File: config.mk
export PLATFORM = sky130hd
export DESIGN_NAME = rf_wb_arbiter
export DESIGN_NICKNAME = d
export VERILOG_FILES = /design/src/rtl/rf_pkg.sv /design/src/rtl/rf_scoreboard.sv /design/src/rtl/rf_wb_arbiter.sv
export SDC_FILE = /design/constraint.sdc
export NUM_CORES = 1
export LEC_CHECK = 0
export ABC_AREA = 1
export BUFFER_PORTS_ARGS = -buffer_cell sky130_fd_sc_hd__buf_4
export CAP_MARGIN = 40
export CORE_ASPECT_RATIO = 2
export CORE_MARGIN = 2
export CORE_UTILIZATION = 45
export CTS_CLUSTER_SIZE = 12
export DETAILED_ROUTE_END_ITERATION = 7
export PLACE_DENSITY = 0.78
export SLEW_MARGIN = 20
export SYNTH_ARGS = -nofsm -noshare
export SYNTH_HDL_FRONTEND = slang
export SYNTH_SLANG_ARGS = --single-unit
export TNS_END_PERCENT = 10
File: constraint.sdc
create_clock -name clk -period 3.3 [get_ports clk]
set_input_delay 0.33 -clock clk [delete_from_list [all_inputs] [get_ports clk]]
set_output_delay 0.33 -clock clk [all_outputs]
set_load 0.005 [all_outputs]
File: src/rtl/rf_pkg.sv
// Shared widths and types for the register-file writeback path.
package rf_pkg;
  localparam int DATA_W   = 32;
  localparam int ADDR_W   = 5;
  localparam int NUM_REGS = 32;
  localparam logic [ADDR_W-1:0] ZERO_REG = '0;

  typedef struct packed {
    logic              valid;
    logic [ADDR_W-1:0] rd;
    logic [DATA_W-1:0] data;
  } wb_req_t;

  typedef enum logic {SRC_EX = 1'b0, SRC_LD = 1'b1} wb_src_e;
endpackage

File: src/rtl/rf_scoreboard.sv
// Pending-write scoreboard: one busy bit per register plus issue-stage hazard check.
module rf_scoreboard
  import rf_pkg::*;
(
  input  logic                clk,
  input  logic                rst,
  input  logic                sb_set,
  input  logic [ADDR_W-1:0]   sb_set_rd,
  input  logic                clr_valid,
  input  logic [ADDR_W-1:0]   clr_rd,
  input  logic                chk_valid,
  input  logic [ADDR_W-1:0]   chk_rs1,
  input  logic [ADDR_W-1:0]   chk_rs2,
  input  logic [ADDR_W-1:0]   chk_rd,
  output logic                stall,
  output logic [NUM_REGS-1:0] busy_vec
);
  logic [NUM_REGS-1:0] busy_nxt;

  // Clear is applied before set so a new producer on the same register stays outstanding.
  always_comb begin
    busy_nxt = busy_vec;
    if (clr_valid) busy_nxt[clr_rd] = 1'b0;
    if (sb_set && (sb_set_rd != ZERO_REG)) busy_nxt[sb_set_rd] = 1'b1;
    busy_nxt[0] = 1'b0;
  end

  always_ff @(posedge clk or posedge rst) begin
    if (rst) busy_vec <= '0;
    else     busy_vec <= busy_nxt;
  end

  // busy_vec[0] is never set, so x0 operands cannot stall.
  assign stall = chk_valid && (busy_vec[chk_rs1] || busy_vec[chk_rs2] || busy_vec[chk_rd]);
endmodule

File: src/rtl/rf_wb_arbiter.sv
// Round-robin arbiter sharing the register-file write port between EX and LD writeback,
// with a registered write bus and a pending-write scoreboard for issue hazards.
module rf_wb_arbiter
  import rf_pkg::*;
(
  input  logic                clk,
  input  logic                rst,
  input  logic                ex_valid,
  output logic                ex_ready,
  input  logic [ADDR_W-1:0]   ex_rd,
  input  logic [DATA_W-1:0]   ex_data,
  input  logic                ld_valid,
  output logic                ld_ready,
  input  logic [ADDR_W-1:0]   ld_rd,
  input  logic [DATA_W-1:0]   ld_data,
  output logic                rf_we,
  output logic [ADDR_W-1:0]   rf_waddr,
  output logic [DATA_W-1:0]   rf_wdata,
  input  logic                sb_set,
  input  logic [ADDR_W-1:0]   sb_set_rd,
  input  logic [ADDR_W-1:0]   chk_rs1,
  input  logic [ADDR_W-1:0]   chk_rs2,
  input  logic [ADDR_W-1:0]   chk_rd,
  input  logic                chk_valid,
  output logic                stall,
  output logic [NUM_REGS-1:0] busy_vec
);
  // Handshake: a requester holds valid and payload until ready; ready is combinational,
  // never asserted without its valid, at most one side ready per cycle, and
  // valid && ready is the transfer.
  wb_src_e rr_ptr;
  logic    contended;
  wb_req_t acc;

  always_comb begin
    ex_ready  = 1'b0;
    ld_ready  = 1'b0;
    contended = ex_valid && ld_valid;
    if (contended) begin
      ex_ready = (rr_ptr == SRC_EX);
      ld_ready = (rr_ptr == SRC_LD);
    end else begin
      ex_ready = ex_valid;
      ld_ready = ld_valid;
    end
    acc.valid = ex_ready || ld_ready;
    acc.rd    = ld_ready ? ld_rd   : ex_rd;
    acc.data  = ld_ready ? ld_data : ex_data;
  end

  // The pointer only moves on a contended grant, so a lone requester never disturbs fairness.
  always_ff @(posedge clk or posedge rst) begin
    if (rst) begin
      rr_ptr   <= SRC_EX;
      rf_we    <= 1'b0;
      rf_waddr <= '0;
      rf_wdata <= '0;
    end else begin
      if (contended) rr_ptr <= (rr_ptr == SRC_EX) ? SRC_LD : SRC_EX;
      rf_we <= acc.valid && (acc.rd != ZERO_REG);
      if (acc.valid && (acc.rd != ZERO_REG)) begin
        rf_waddr <= acc.rd;
        rf_wdata <= acc.data;
      end
    end
  end

  rf_scoreboard u_sb (
    .clk       (clk),
    .rst       (rst),
    .sb_set    (sb_set),
    .sb_set_rd (sb_set_rd),
    .clr_valid (acc.valid),
    .clr_rd    (acc.rd),
    .chk_valid (chk_valid),
    .chk_rs1   (chk_rs1),
    .chk_rs2   (chk_rs2),
    .chk_rd    (chk_rd),
    .stall     (stall),
    .busy_vec  (busy_vec)
  );
endmodule

==> run summary <==
status -> completed
# IOs -> 173
Synth Cell Area -> 4290 um^2
Die Width -> 73.0 um
kind of critical path -> flop to flop
Net Count, Synth -> 769
final setup margin -> 719 ps
highest-count cells in the layout ignoring fill and taps -> nand2_1 (332), buf_4 (174), nand3_1 (96), dfrtp_1 (70), inv_1 (52)
Clock Pin Slew Worst Setup and Hold Paths -> 50 ps
placed cell areas -> 5580 um^2
# setup viols final -> 0
post-DP HPWL -> 12400 um
ratio of cells with drive above 1 in the final layout -> 0.241
Post-Syn Area per Cell -> 6.41 um^2
flops & latches, synth -> 70
CP peak stage delay -> 460 ps
CP endpoint kind -> flop
Max-Cap Viols -> 0
wire per inst -> 16.7 um
setup TNS -> 0 ps
DR iter-0 viols -> 286
P_leak -> 3.31 nW
CP required -> 3570 ps
# DRC -> 0
leading cell type in the layout, fill and taps excluded -> nand2_1
GR Overflow Total -> 0
Hold Fails Final Rpt -> 0
Synth area leader -> dfrtp_1
RD Place Congestion -> 0.969
Vias/cell -> 5.42
fill cell count -> 889
Period Utilization, post-route -> 0.782
largest net degree at the start of global routing -> 42
Cell Pwr Density -> 557 nW/um^2
buffers inserted by post-CTS timing repair -> 0
clock skew -> 1.75 ps
CTS Hold Buffers Added -> 0
Skew-Pair Late Insertion Delay -> 330 ps
Core Region -> 9320 um^2
Tmin final -> 2580 ps
Area contributors post-synth -> dfrtp_1 (41%), nand2_1 (29%), nand3_1 (11%), inv_1 (4.6%), o21ai_0 (4.4%)
Ys Warns -> 0
CTS Buffer Depth -> 2
CP delay by family, top -> simple AND/OR/NAND/NOR gates
row cnt -> 50
Sw Pwr -> 1.11 mW
share of the yosys chip area belonging to registers -> 0.408
initial antenna violation count -> 0
Min-Delay Path Class -> primary input to flop
Worst Path Buf+Inv -> 3
Initial Utilization -> 0.460
H-tree Lvls -> 3
Vert. Die Dim -> 142 um
vias in the first global route -> 5145
ANT cells -> 0
Port Buffer Count -> 171
area added between synthesis and finish -> 37.6%
Global Route Usage Sum -> 0.310
RSZ-0062 raised after global routing -> no
clock share of power -> 0.289
fin util -> 0.633
non-filler instance count after layout -> 935
die area -> 10400 um^2
slowest CP cell -> inv_4
root buf cell -> clkbuf_16
crit path DAT -> 2850 ps
critical path launch point type -> flop
Via Count -> 5072
placed cells -> 919
Synth cell types -> 23
First-pass DRT Iterations -> 6
Sink Count -> 70
slew margin rel. -> 0.485
register share of total power -> 0.387
CP dominant cell by count -> nand2_1
routed wire length -> 15600 um
Antenna Nets Post-Route -> 0
Worst IR Drop VDD -> 0.308 mV
Pwr Total -> 3.29 mW
fmax -> 387 MHz
design area -> 5900 um^2
worst slack at placement -> 670 ps
Int Power -> 2.17 mW
top cell type's share of synthesized area -> 0.408
Num CTS Buffers -> 9
first-pass GRT wire length -> 24500 um
post-synthesis cell count -> 669
Worst-Margin Slew -> 769 ps
max-slew violations -> 0
Sw Ratio -> 0.339
Final #Nets -> 928
Post-CTS Resized -> 0
cell breakdown of the critical path -> inv_1 > nand3_1 > nand2_2 > buf_4 > nand2_1 > nand2_1 > nor2_1 > nand2_1 > nand2_2 > inv_4 > nand2_1 > nand2_1
combinational power share -> 0.324
hold slack -> 287 ps
critical path peak fanout -> 41
CTS tree -> done
## state kept, by name (all words and copies together) (netlist names)
name           flops
rr_ptr             1
rf_we              1
rf_waddr           5
rf_wdata          32
u_sb.busy_vec     31
## worst register-to-register path: stages, from the launching register on
cell and delay (ps):
dfrtp_1 370, inv_1 50, nand3_1 110, nand2_2 190, buf_4 340, nand2_1 90, nand2_1 130, nor2_1 60
nand2_1 70, nand2_2 430, inv_4 480, nand2_1 110, nand2_1 80
## cells in the mapped netlist
| library cell | count |
|---|---|
| nand3_1 | 96 |
| o21ai_2 | 2 |
| or2_2 | 1 |
| clkbuf_1 | 18 |
| nor3_1 | 8 |
| inv_4 | 1 |
| dfrtp_1 | 70 |
| o22ai_1 | 8 |
| nand2_1 | 332 |
| inv_2 | 5 |
| o21ai_0 | 38 |
| nor2_1 | 6 |
| o31ai_1 | 1 |
| nand3_2 | 1 |
| buf_6 | 4 |
| conb_1 | 1 |
| o21ai_1 | 13 |
| nand2_2 | 2 |
| a21oi_1 | 2 |
| inv_1 | 53 |
| nand3b_1 | 1 |
| buf_2 | 5 |
| buf_4 | 1 |
## path summary, 6_finish.rpt
path	from	endpoint	slack [ps]	cells past startpoint
worst max register to register	rr_ptr	rf_wdata[22]	720	12
worst min register to register	rf_waddr[0]	rf_waddr[0]	480	2
worst min-delay path	ld_data[14]	rf_wdata[14]	290	5
worst max-delay path	rr_ptr	rf_wdata[22]	720	12
min in group asynchronous	rst	rf_we	470	3
max in group asynchronous	rst	u_sb.busy_vec[15]	1980	5
## metal layers
metal | wire length, um | part of all wire | vias up | track usage
met1 | 4810 | 0.31 | 2317 | 0.280
li1 | - | - | 2431 | -
met2 | 8870 | 0.57 | 261 | 0.587
met3 | 1060 | 0.068 | 63 | 0.0744
met4 | 824 | 0.053 | 0 | 0.182
met5 | 0 | 0 | - | 0
## final cells by class
cell class                 instances  area, um^2  area share
clock buffer                      13         260      0.0441
clock inverter                     1        30.0     0.00509
inverter                          59         224      0.0379
multi-input combinational        512        2170       0.368
sequential                        70        1750       0.297
tap                              104         130      0.0220
timing repair buffer             176        1340       0.226
## power groups by stage
stage               combinational (mW)  sequential, mW  clock (mW)
floorplan                        0.508            1.22           0
global placement                  1.02            1.28           0
detailed placement                1.05            1.28           0
CTS                               1.06            1.27       0.955
global route                      1.19            1.30       0.991
finish                            1.06            1.27       0.951
## cells by family (layout without fill, tap and decap cells)
family          count (synthesis)  in the layout  synth area share
flops                          70             70             0.408
buf+inv                        87            249            0.0860
simple gates                  447            447             0.425
compound gates                 64             64            0.0793
other cells                     1              1          0.000874
No activity file was read; power rests on OpenSTA's default activity.
